<file path="src/rtl/as2650_pkg.sv">
`default_nettype none
// +--------------------------------------------------------------------------+
// | as2650_pkg : bus-sequencer state encoding and shared bus-phase constants |
// | Revision 1.0                                                             |
// +--------------------------------------------------------------------------+
package as2650_pkg;

   typedef enum logic [2:0] {
      ST_IDLE    = 3'd0,
      ST_ADDR_HI = 3'd1,
      ST_ADDR_LO = 3'd2,
      ST_READ    = 3'd3,
      ST_WRITE   = 3'd4
   } bus_state_t;

   localparam int          WAIT_W     = 3;
   localparam logic [7:0]  BUS_PARK   = 8'h00;
   localparam logic [15:0] RESET_ADDR = 16'h0000;

   function automatic logic is_strobe_state(input bus_state_t s);
      return (s == ST_READ) || (s == ST_WRITE);
   endfunction

endpackage
`default_nettype wire

</file>
<file path="src/rtl/as2650_strobe_halfcyc.sv">
`default_nettype none
// +--------------------------------------------------------------------------+
// | as2650_strobe_halfcyc : latch enable high for the first half-cycle only  |
// | Revision 1.0                                                             |
// +--------------------------------------------------------------------------+
module as2650_strobe_halfcyc #(
   parameter logic RESET_VAL = 1'b0
) (
   input  logic clk,
   input  logic rst,
   input  logic enter,
   output logic le
);

   logic armed;
   logic done;

   always_ff @(posedge clk or posedge rst) begin
      if (rst) armed <= RESET_VAL;
      else     armed <= enter;
   end

   // done trails armed by half a cycle, closing the window at the falling edge
   always_ff @(negedge clk or posedge rst) begin
      if (rst) done <= 1'b0;
      else     done <= armed;
   end

   assign le = armed & ~done & ~rst;

endmodule
`default_nettype wire

</file>
<file path="src/rtl/as2650_bus_sequencer.sv">
`default_nettype none
// +--------------------------------------------------------------------------+
// | as2650_bus_sequencer : core requests -> multiplexed 8-bit external bus   |
// | Revision 1.0                                                             |
// +--------------------------------------------------------------------------+
module as2650_bus_sequencer
   import as2650_pkg::*;
#(
   parameter int WAIT_STATES = 0,
   parameter int HI_CACHE    = 1
) (
   input  logic        wb_clk_i,
   input  logic        wb_rst_i,
   input  logic        req,
   input  logic        we,
   input  logic [15:0] addr,
   input  logic [7:0]  wdata,
   output logic        ready,
   output logic [7:0]  rdata,
   output logic [7:0]  bus_out,
   output logic        bus_oe,
   input  logic [7:0]  bus_in,
   output logic        le_hi,
   output logic        le_lo,
   output logic        oe_n,
   output logic        we_n
);

   localparam logic [WAIT_W-1:0] WAIT_LAST = WAIT_W'(WAIT_STATES);

   bus_state_t        state;
   bus_state_t        state_next;
   logic [15:0]       addr_q;
   logic              we_q;
   logic [7:0]        wdata_q;
   logic [7:0]        hi_held;
   logic              hi_valid;
   logic [WAIT_W-1:0] wait_cnt;
   logic              last;
   logic              hi_hit;
   logic              enter_hi;
   logic              enter_lo;

   assign last     = (wait_cnt == WAIT_LAST);
   assign hi_hit   = (HI_CACHE != 0) && hi_valid && (addr[15:8] == hi_held);
   assign enter_hi = (state_next == ST_ADDR_HI);
   assign enter_lo = (state_next == ST_ADDR_LO);

   always_ff @(posedge wb_clk_i or posedge wb_rst_i) begin
      if (wb_rst_i) state <= ST_ADDR_HI;
      else          state <= state_next;
   end

   always_comb begin
      state_next = state;
      bus_out    = BUS_PARK;
      bus_oe     = 1'b1;
      oe_n       = 1'b1;
      we_n       = 1'b1;
      case (state)
         ST_IDLE: begin
            if (req) state_next = hi_hit ? ST_ADDR_LO : ST_ADDR_HI;
         end
         ST_ADDR_HI: begin
            bus_out    = addr_q[15:8];
            state_next = ST_ADDR_LO;
         end
         ST_ADDR_LO: begin
            bus_out    = addr_q[7:0];
            state_next = we_q ? ST_WRITE : ST_READ;
         end
         ST_READ: begin
            oe_n   = 1'b0;
            bus_oe = 1'b0;
            if (last) state_next = ST_IDLE;
         end
         ST_WRITE: begin
            we_n    = 1'b0;
            bus_out = wdata_q;
            if (last) state_next = ST_IDLE;
         end
         default: state_next = ST_ADDR_HI;
      endcase
   end

   // Reset leaves a read of RESET_ADDR pending so the core's first fetch starts at once
   always_ff @(posedge wb_clk_i or posedge wb_rst_i) begin
      if (wb_rst_i) begin
         addr_q   <= RESET_ADDR;
         we_q     <= 1'b0;
         wdata_q  <= 8'h00;
         hi_held  <= 8'h00;
         hi_valid <= 1'b0;
         wait_cnt <= '0;
         rdata    <= 8'h00;
         ready    <= 1'b0;
      end else begin
         ready <= 1'b0;
         if (state == ST_IDLE && req) begin
            addr_q  <= addr;
            we_q    <= we;
            wdata_q <= wdata;
         end
         if (state == ST_ADDR_HI) begin
            hi_held  <= addr_q[15:8];
            hi_valid <= 1'b1;
         end
         if (is_strobe_state(state)) begin
            if (last) begin
               ready    <= 1'b1;
               wait_cnt <= '0;
               if (state == ST_READ) rdata <= bus_in;
            end else begin
               wait_cnt <= wait_cnt + 1'b1;
            end
         end
      end
   end

   as2650_strobe_halfcyc #(.RESET_VAL(1'b1)) u_le_hi (
      .clk   (wb_clk_i),
      .rst   (wb_rst_i),
      .enter (enter_hi),
      .le    (le_hi)
   );

   as2650_strobe_halfcyc #(.RESET_VAL(1'b0)) u_le_lo (
      .clk   (wb_clk_i),
      .rst   (wb_rst_i),
      .enter (enter_lo),
      .le    (le_lo)
   );

endmodule
`default_nettype wire

</file>
<file path="config.mk">
export PLATFORM = sky130hd
export DESIGN_NAME = as2650_bus_sequencer
export DESIGN_NICKNAME = d
export VERILOG_FILES = /design/src/rtl/as2650_pkg.sv /design/src/rtl/as2650_strobe_halfcyc.sv /design/src/rtl/as2650_bus_sequencer.sv
export SDC_FILE = /design/constraint.sdc
export NUM_CORES = 1
export LEC_CHECK = 0
export CAP_MARGIN = 20
export CORE_MARGIN = 5
export CORE_UTILIZATION = 33
export CTS_CLUSTER_DIAMETER = 120
export CTS_CLUSTER_SIZE = 8
export DETAILED_ROUTE_END_ITERATION = 10
export HOLD_SLACK_MARGIN = 0.03
export SLEW_MARGIN = 40
export SYNTH_ARGS = -nofsm -noshare
export SYNTH_HDL_FRONTEND = slang
export SYNTH_SLANG_ARGS = --single-unit
</file>
<file path="constraint.sdc">
create_clock -name wb_clk_i -period 1.7 [get_ports wb_clk_i]
set_clock_uncertainty 0.15 [all_clocks]
set_input_delay 0.17 -clock wb_clk_i [delete_from_list [all_inputs] [get_ports wb_clk_i]]
set_output_delay 0.17 -clock wb_clk_i [all_outputs]
set_load 0.01 [all_outputs]
</file>
==> impl_metrics.yaml, run 1 <==
critical_path:
  crit_type: "reg -> out"
  critPathBufInv: 1
  cp.arrival_ps: 1770
  cpPeakStageDelay_ps: 340
  start_kind: "flip-flop"
  slowest_stage: "dfrtn_1"
  r2r_start: "state[1]"
  cp.required_ps: 1380
  crit_fanout: 1
  cpLargestDelayFamily: "flip-flops"
  startpoint: "u_le_lo.done"
  end_kind: "output pin"
  path_cells: "nor3b_2, buf_2"
sta:
  setup_viol: 38
  holdWs_ps: 314
  rsz0062_at_grt: "true"
  final_max_slew_viol_count: 0
  hold_viol: 0
  final.setup.tns_ps: -7570
  setup_ws_ps: -391
  worst_slew_pin_slew_ps: 653
  relSlewSlack: 0.565
synthesis:
  synth-simple-area-share: 0.113
  yosysSeqAreaShare: 0.571
  synth_mux_area_frac: 0.160
  postSynthCellCount: 188
  synthAdderAreaFrac: 0.0108
  netlist_area_um2: 2330
  synth_top_family_by_area: "multiplexers"
  ys_warn_count: 0
  synth_xor_area_frac: 0.0301
  synth_ff_type: "dfrtp_1"
  synth_cell_type_count: 35
  async_flop_share: 1.00
  synth_edf_count: 0
  synth_fp_nets: 226
  synth.avg_cell_area_um2: 12.4
  synth_compound_area_frac: 0.0845
  ys_ff_latch: 53
global_routing:
  grt_pass1_wl_mm: 9.22
  grtUsageTotal: 0.133
  grt_pass1_vias: 1844
  antenna_found_initial: 0
  grt_max_degree: 52
  grt.overflow.total: 0
clock_network:
  clock_sinks: 53
  clock_path_buffers: 2
  clkLatencyLatePin_ps: 310
  cts_tree: "yes"
  clk_pin_slew_ps: 100
  cts-root-buf: "clkbuf_8"
  numCtsBuffers: 5
  cts_max_level: 2
final_layout:
  nets: 330
  final_common_cell: "dfrtp_1"
  fin_util: 0.553
  insertedDiodeCount: 0
  areaGrowthSynthToFinish_pct: 62.5
  final_cell_mix: "dfrtp_1 (48), clkdlybuf4s50_1 (44), mux2_4 (33)"
  fill_cells: 590
  fin_area_um2: 3780
  drive_gt1_frac: 0.471
pwr:
  irDropWorstVdd_mv: 0.881
  power_density_nw_per_um2: 1830
  leakage_uw: 0.00178
route:
  vias_per_cell: 4.62
  ant_nets: 0
  first_iter_violations: 82
  wl_mm: 5.96
  via_count: 1797
  wl_per_cell_um: 15.3
  route.detailed.drc: 0
  firstDrtPassIters: 5
placement:
  place_ws_ps: -485
  detailed_place_hpwl_mm: 3.74
  gp_congestion: 0.795
  io_buffers: 57
  placed_area_um2: 3180
die:
  dieWidth_um: 94.0
  dieArea_um2: 8830
  rows: 30
  ioPinCount: 58
  core_area_um2: 6830
  die-height_um: 94.0
  start_util: 0.340
flow_run:
  cap_violations: 0
hold_path:
  hp-class: "in -> reg"
  hold_start: "bus_in[2]"
run_status:
  violations: "setup timing"
  status: "finished with violations"
## worst paths after layout
path / endpoint / slack (ps) / cells past startpoint
max in group asynchronous: u_le_lo.done / 450 / 3
min reg2reg: hi_valid / 330 / 1
min: rdata[2] / 310 / 2
max reg2reg: wdata_q[7] / -220 / 8
max: le_lo / -390 / 2
min in group asynchronous: hi_held[0] / 450 / 4
## through the flow
step / power [µW] / instances
2_1_floorplan: 3620 / 188
5_1_grt: 7320 / 389
4_1_cts: 6310 / 378
3_5_place_dp: 4880 / 356
6_report: 6900 / 389
3_3_place_gp: 4840 / 356
## final cells by class
cell class	instances	area, µm²	share of cell area
Timing Repair Buffer	104	1000	0.266
Clock buffer	6	72.6	0.0192
Multi-Input combinational cell	122	1210	0.320
Inverter	6	28.8	0.00762
Tap cell	96	120	0.0318
Clock inverter	2	13.8	0.00364
Sequential cell	53	1330	0.352
## synth_stat cells, types with 3 or more instances
cell type	count	area, µm²
a22oi_1	9	67.6
buf_2	3	15.0
mux2_2	15	169
nor2_1	3	11.3
nand2_1	31	116
xnor2_1	5	43.8
a21oi_1	3	15.0
a31oi_1	3	18.8
o21ai_0	10	50.1
inv_1	5	18.8
dfrtp_1	49	1230
xor2_1	3	26.3
nand2b_1	3	18.8
mux2_1	18	203
## routing by layer
metal | GRT usage | routed length (µm) | vias to the layer above
met1 | 0.185 | 2740 | 887
met4 | 0.0361 | 104 | 0
met5 | 0 | 0 | -
li1 | - | - | 860
met2 | 0.208 | 2870 | 42
met3 | 0.0296 | 239 | 8
## repair_timing
| item | 4_1_cts | 5_1_grt |
|---|---|---|
| cloned | 2 | 0 |
| hold buffers | 0 | 0 |
| pin swaps | 7 | 11 |
| setup buffers | 14 | 16 |
| setup endpoints to repair | 46 | 60 |
| resized for setup | 120 | 43 |
## where the power goes
part	total (µW)	switching [µW]	internal, µW
logic	3910	1580	2330
registers	2270	413	1860
clock network	718	424	295
total	6900	2410	4490
## state kept, by name, indices dropped and copies added (netlist names)
register,flops
we_q,1
wait_cnt,3
u_le_hi.armed,1
hi_held,8
rdata,8
ready,1
u_le_lo.done,1
hi_valid,1
addr_q,16
wdata_q,8
state,3
u_le_hi.done,1
u_le_lo.armed,1
## cells by family after synthesis
| group | count (synthesis) |
|---|---|
| xor gates and xnor gates | 8 |
| and+or+nand+nor | 49 |
| muxes | 33 |
| DFF | 53 |
| adders and majority gates | 2 |
| buffers and inverters | 13 |
| AOI/OAI and AO/OA | 30 |
Power figures use the tool's default switching activity.
==> inputs of run 2 (changes only) <==
Settings changed: PLACE_DENSITY set to 0.59.
==> run 2 against run 1 <==
  * Largest power group unchanged
  * Utilization up 0.51 points
  * Global-route usage up 0.80 points
  * Highest routed layer unchanged
  * Via count about the same
  * Final cell count up 1.5%
  * Critical path type unchanged
  * The flow still finishes with violations (setup timing)
  * First-iteration DRC count down 28%
  * Die area unchanged
  * Combinational power down 1%
  * Register-to-register slack better by 130 ps
  * Clock-buffer cell count unchanged
==> impl_metrics.yaml, run 2 (same netlist as run 1, synthesis figures left out) <==
route:
  firstDrtPassIters: 4
  via_count: 1796
  ant_nets: 0
  first_iter_violations: 59
  wl_mm: 6.02
  route.detailed.drc: 0
  wl_per_cell_um: 15.2
  vias_per_cell: 4.55
die:
  start_util: 0.340
  core_area_um2: 6830
  dieArea_um2: 8830
  die-height_um: 94.0
  dieWidth_um: 94.0
  ioPinCount: 58
  rows: 30
global_routing:
  antenna_found_initial: 0
  grt_pass1_wl_mm: 9.65
  grtUsageTotal: 0.141
  grt_max_degree: 52
  grt_pass1_vias: 1893
  grt.overflow.total: 0
critical_path:
  crit_type: "reg -> out"
  end_kind: "output pin"
  path_cells: "nor3b_2, buf_2"
  cp.arrival_ps: 1790
  slowest_stage: "dfrtn_1"
  cpPeakStageDelay_ps: 340
  critPathBufInv: 1
  crit_fanout: 1
  start_kind: "flip-flop"
  cpLargestDelayFamily: "flip-flops"
  cp.required_ps: 1380
run_status:
  status: "finished with violations"
  violations: "setup timing"
placement:
  gp_congestion: 0.767
  io_buffers: 57
  placed_area_um2: 3190
  detailed_place_hpwl_mm: 3.81
final_layout:
  fin_util: 0.558
  regMostFlops: "addr_q"
  largest_reg_flops: 16
  insertedDiodeCount: 0
  areaGrowthSynthToFinish_pct: 64.0
  drive_gt1_frac: 0.458
  fin_area_um2: 3810
  final_cell_mix: "dfrtp_1 (48), clkdlybuf4s50_1 (44), buf_4 (34)"
  final_common_cell: "dfrtp_1"
  nets: 336
  fill_cells: 602
sta:
  setup_ws_ps: -413
  final_max_slew_viol_count: 0
  worst_slew_pin_slew_ps: 656
  relSlewSlack: 0.563
  hold_viol: 0
  holdWs_ps: 314
  rsz0062_at_grt: "true"
  setup_viol: 48
clock_network:
  clock_sinks: 53
  clock_path_buffers: 2
  clkLatencyLatePin_ps: 310
  clk_pin_slew_ps: 100
  cts-root-buf: "clkbuf_8"
  numCtsBuffers: 5
  cts_max_level: 2
  cts_tree: "yes"
  postCtsHoldBufs: 0
hold_path:
  hp-class: "in -> reg"
pwr:
  irDropWorstVdd_mv: 0.769
  leakage_uw: 0.00178
  power_density_nw_per_um2: 1840
flow_run:
  cap_violations: 0
run 2: cell types whose count changed in the layout (fill, tap and decap cells not counted), sizes merged:
cell         previous run  this run
buf                    59        61
dlygate4sd2             0         4
clkinv                  1         0
clkinvlp                1         2
bufinv                  0         1
inv                     6         5
run 2: worst register-to-register path, stage by stage (launching register included):
cell      delay [ps]
dfrtp_2          450
buf_6            130
buf_6            110
nand2b_4         150
buf_4            130
buf_4            120
buf_4            120
nand2_1           50
o31ai_1           60
a31oi_1          230
run 2: report_power, final:
group,switching (µW),internal (µW)
Sequential,395,1860
Clock,425,479
Combinational,1540,2330
Total,2360,4670
run 2: repair_timing:
| action | 4_1_cts | 5_1_grt |
|---|---|---|
| pin swaps | 5 | 4 |
| gates cloned | 2 | 1 |
| setup endpoints to repair | 46 | 60 |
| buffers inserted | 14 | 15 |
| resized for setup | 109 | 18 |
run 2: routing by layer:
metal	wire [µm]	track usage	vias to the layer above
met4	176	0.0505	0
met3	255	0.0409	13
li1	-	-	874
met2	2810	0.211	40
met1	2780	0.193	869
met5	0	0	-
run 2: worst paths after layout:
check	startpoint	cells past startpoint	slack, ps	end
hold reg to reg	wait_cnt[2]	1	340	wait_cnt[2]
max in group asynchronous	wb_rst_i	3	450	u_le_lo.done
setup reg to reg	state[2]	9	-90	state[0]
setup / recovery	u_le_lo.done	2	-410	le_lo
min in group asynchronous	wb_rst_i	4	460	hi_held[4]
hold / removal	bus_in[4]	2	310	rdata[4]
run 2: per-stage QoR:
step           total power (µW)  std cells  TNS, ps  setup WS, ps
5_1_grt                    7470        395    -8430          -463
3_5_place_dp               4890        360    -7560          -483
3_3_place_gp               4840        360    -7110          -475
4_1_cts                    6680        383    -6150          -411
6_report                   7030        395    -5300          -413
2_1_floorplan              3620        188    -15.6         -7.79
run 2: layout make-up:
| cell class | instances | area, µm² | share of cell area |
|---|---|---|---|
| tap | 96 | 120 | 0.0315 |
| multi-input combinational | 122 | 1150 | 0.301 |
| clock buffer | 6 | 82.6 | 0.0217 |
| clock inverter | 2 | 37.5 | 0.00984 |
| sequential | 53 | 1330 | 0.349 |
| timing repair buffer | 110 | 1070 | 0.281 |
| inverter | 6 | 26.3 | 0.00689 |
==> inputs of run 3 (changes only) <==
Settings changed: CORE_ASPECT_RATIO set to 2.
==> run 3 against run 2 <==
  * The flow still finishes with violations (setup timing)
  * Largest power group unchanged
  * Worst setup slack improved by 9.6 ps
  * Power rose by 7.4%
  * First-iteration DRC count fell by 32%
  * Combinational power rose by 5.9%
  * Clock power rose by 29%
  * Highest routed layer unchanged
==> impl_metrics.yaml, run 3 (same netlist as run 1, synthesis figures left out) <==
run_status:
  status: "finished with violations"
  violations: "setup timing"
placement:
  place_ws_ps: -494
  detailed_place_hpwl_mm: 3.91
  dp.cells: 355
  gp_congestion: 0.765
  io_buffers: 57
critical_path:
  start_kind: "flip-flop"
  critPathBufInv: 1
  cpPeakStageDelay_ps: 330
  cpLargestDelayFamily: "flip-flops"
  crit_fanout: 1
  crit_type: "reg -> out"
  r2r_start: "state[1]"
  crit_cells: 2
  startpoint: "u_le_hi.done"
  cp.required_ps: 1380
  path_cells: "nor3b_2, buf_2"
  rr_endpoint: "addr_q[13]"
  cp.arrival_ps: 1780
  slowest_stage: "dfrtn_1"
  r2r_cells: 8
  reg2reg_slack_ps: -130
  end_kind: "output pin"
sta:
  setup_ws_ps: -404
  rsz0062_at_grt: "true"
  worst_slew_pin_slew_ps: 485
  holdWs_ps: 298
  relSlewSlack: 0.677
  final.setup.tns_ps: -5090
  hold_viol: 0
  final_max_slew_viol_count: 0
  setup_viol: 48
route:
  vias_per_cell: 4.78
  via_count: 1822
  first_iter_violations: 40
  route.detailed.drc: 0
  wl_per_cell_um: 16.1
  ant_nets: 0
  wl_met3_um: 231
  highest_layer: "met4"
  wl_mm: 6.15
  wl_met2_mm: 3.48
  met1_length_mm: 2.31
  firstDrtPassIters: 4
die:
  core_area_um2: 6890
  dieWidth_um: 69.4
  rows: 43
  die-height_um: 129
  start_util: 0.338
  ioPinCount: 58
  dieArea_um2: 8930
final_layout:
  final_common_cell: "dfrtp_1"
  nets: 328
  drive_gt1_frac: 0.509
  fin_util: 0.570
  areaGrowthSynthToFinish_pct: 68.9
  largest_reg_flops: 16
  regMostFlops: "addr_q"
  final_cell_mix: "dfrtp_1 (47), clkdlybuf4s50_1 (44), mux2_4 (33)"
  final-instance-count-excl-fill: 381
  insertedDiodeCount: 0
clock_network:
  clk_pin_slew_ps: 70
  cts_tree: "yes"
  numCtsBuffers: 5
  clkLatencyLatePin_ps: 290
  clock_sinks: 53
  cts_max_level: 2
  cts-root-buf: "clkbuf_16"
  clock_path_buffers: 2
global_routing:
  antenna_found_initial: 0
  grtUsageTotal: 0.142
  grt.overflow.total: 0
  grt_pass1_wl_mm: 9.84
  grt_max_degree: 39
  grt_pass1_vias: 2022
pwr:
  irDropWorstVdd_mv: 1.06
  power_density_nw_per_um2: 1920
  leakage_uw: 0.00182
flow_run:
  cap_violations: 0
hold_path:
  hp-class: "in -> async"
[run 3: stage by stage]
stage / power, µW / area, µm²
final: 7550 / 3930
after global routing: 7970 / 3930
after CTS: 7250 / 3790
after detailed placement: 5010 / 3210
after global placement: 4940 / 3210
after floorplan: 3620 / 2340
[run 3: where the power goes]
group | internal [µW] | switching [µW] | total (µW)
Combinational | 2420 | 1680 | 4100
Clock | 736 | 431 | 1170
Sequential | 1870 | 417 | 2280
Total | 5020 | 2530 | 7550
[run 3: worst max-delay path by stage]
stage / to
floorplan: le_hi
global route: le_hi
CTS: le_hi
detailed placement: le_hi
finish: le_hi
global placement: le_lo
[run 3: routing by layer]
metal | vias up | global-route usage
li1 | 856 | -
met1 | 921 | 0.145
met2 | 37 | 0.269
met3 | 8 | 0.0360
met4 | 0 | 0.0598
met5 | - | 0
[run 3: layout make-up]
cell class                      count  area, µm²
Fill cell                         623       2960
Sequential cell                    53       1330
Multi-Input combinational cell    122       1280
Timing Repair Buffer              102       1000
Clock buffer                        7        143
Tap cell                           90        113
Clock inverter                      1       30.0
Inverter                            6       26.3
[run 3: repair_timing]
action,CTS,global route
gates resized for setup,134,40
setup buffers,12,8
pin swaps,7,10
gates cloned,2,0
setup endpoints to repair,49,51
hold buffers,0,0
[run 3: tightest hold or removal path: cells and delay by family]
family,cells,cell delay [ps]
buf+inv,4,930
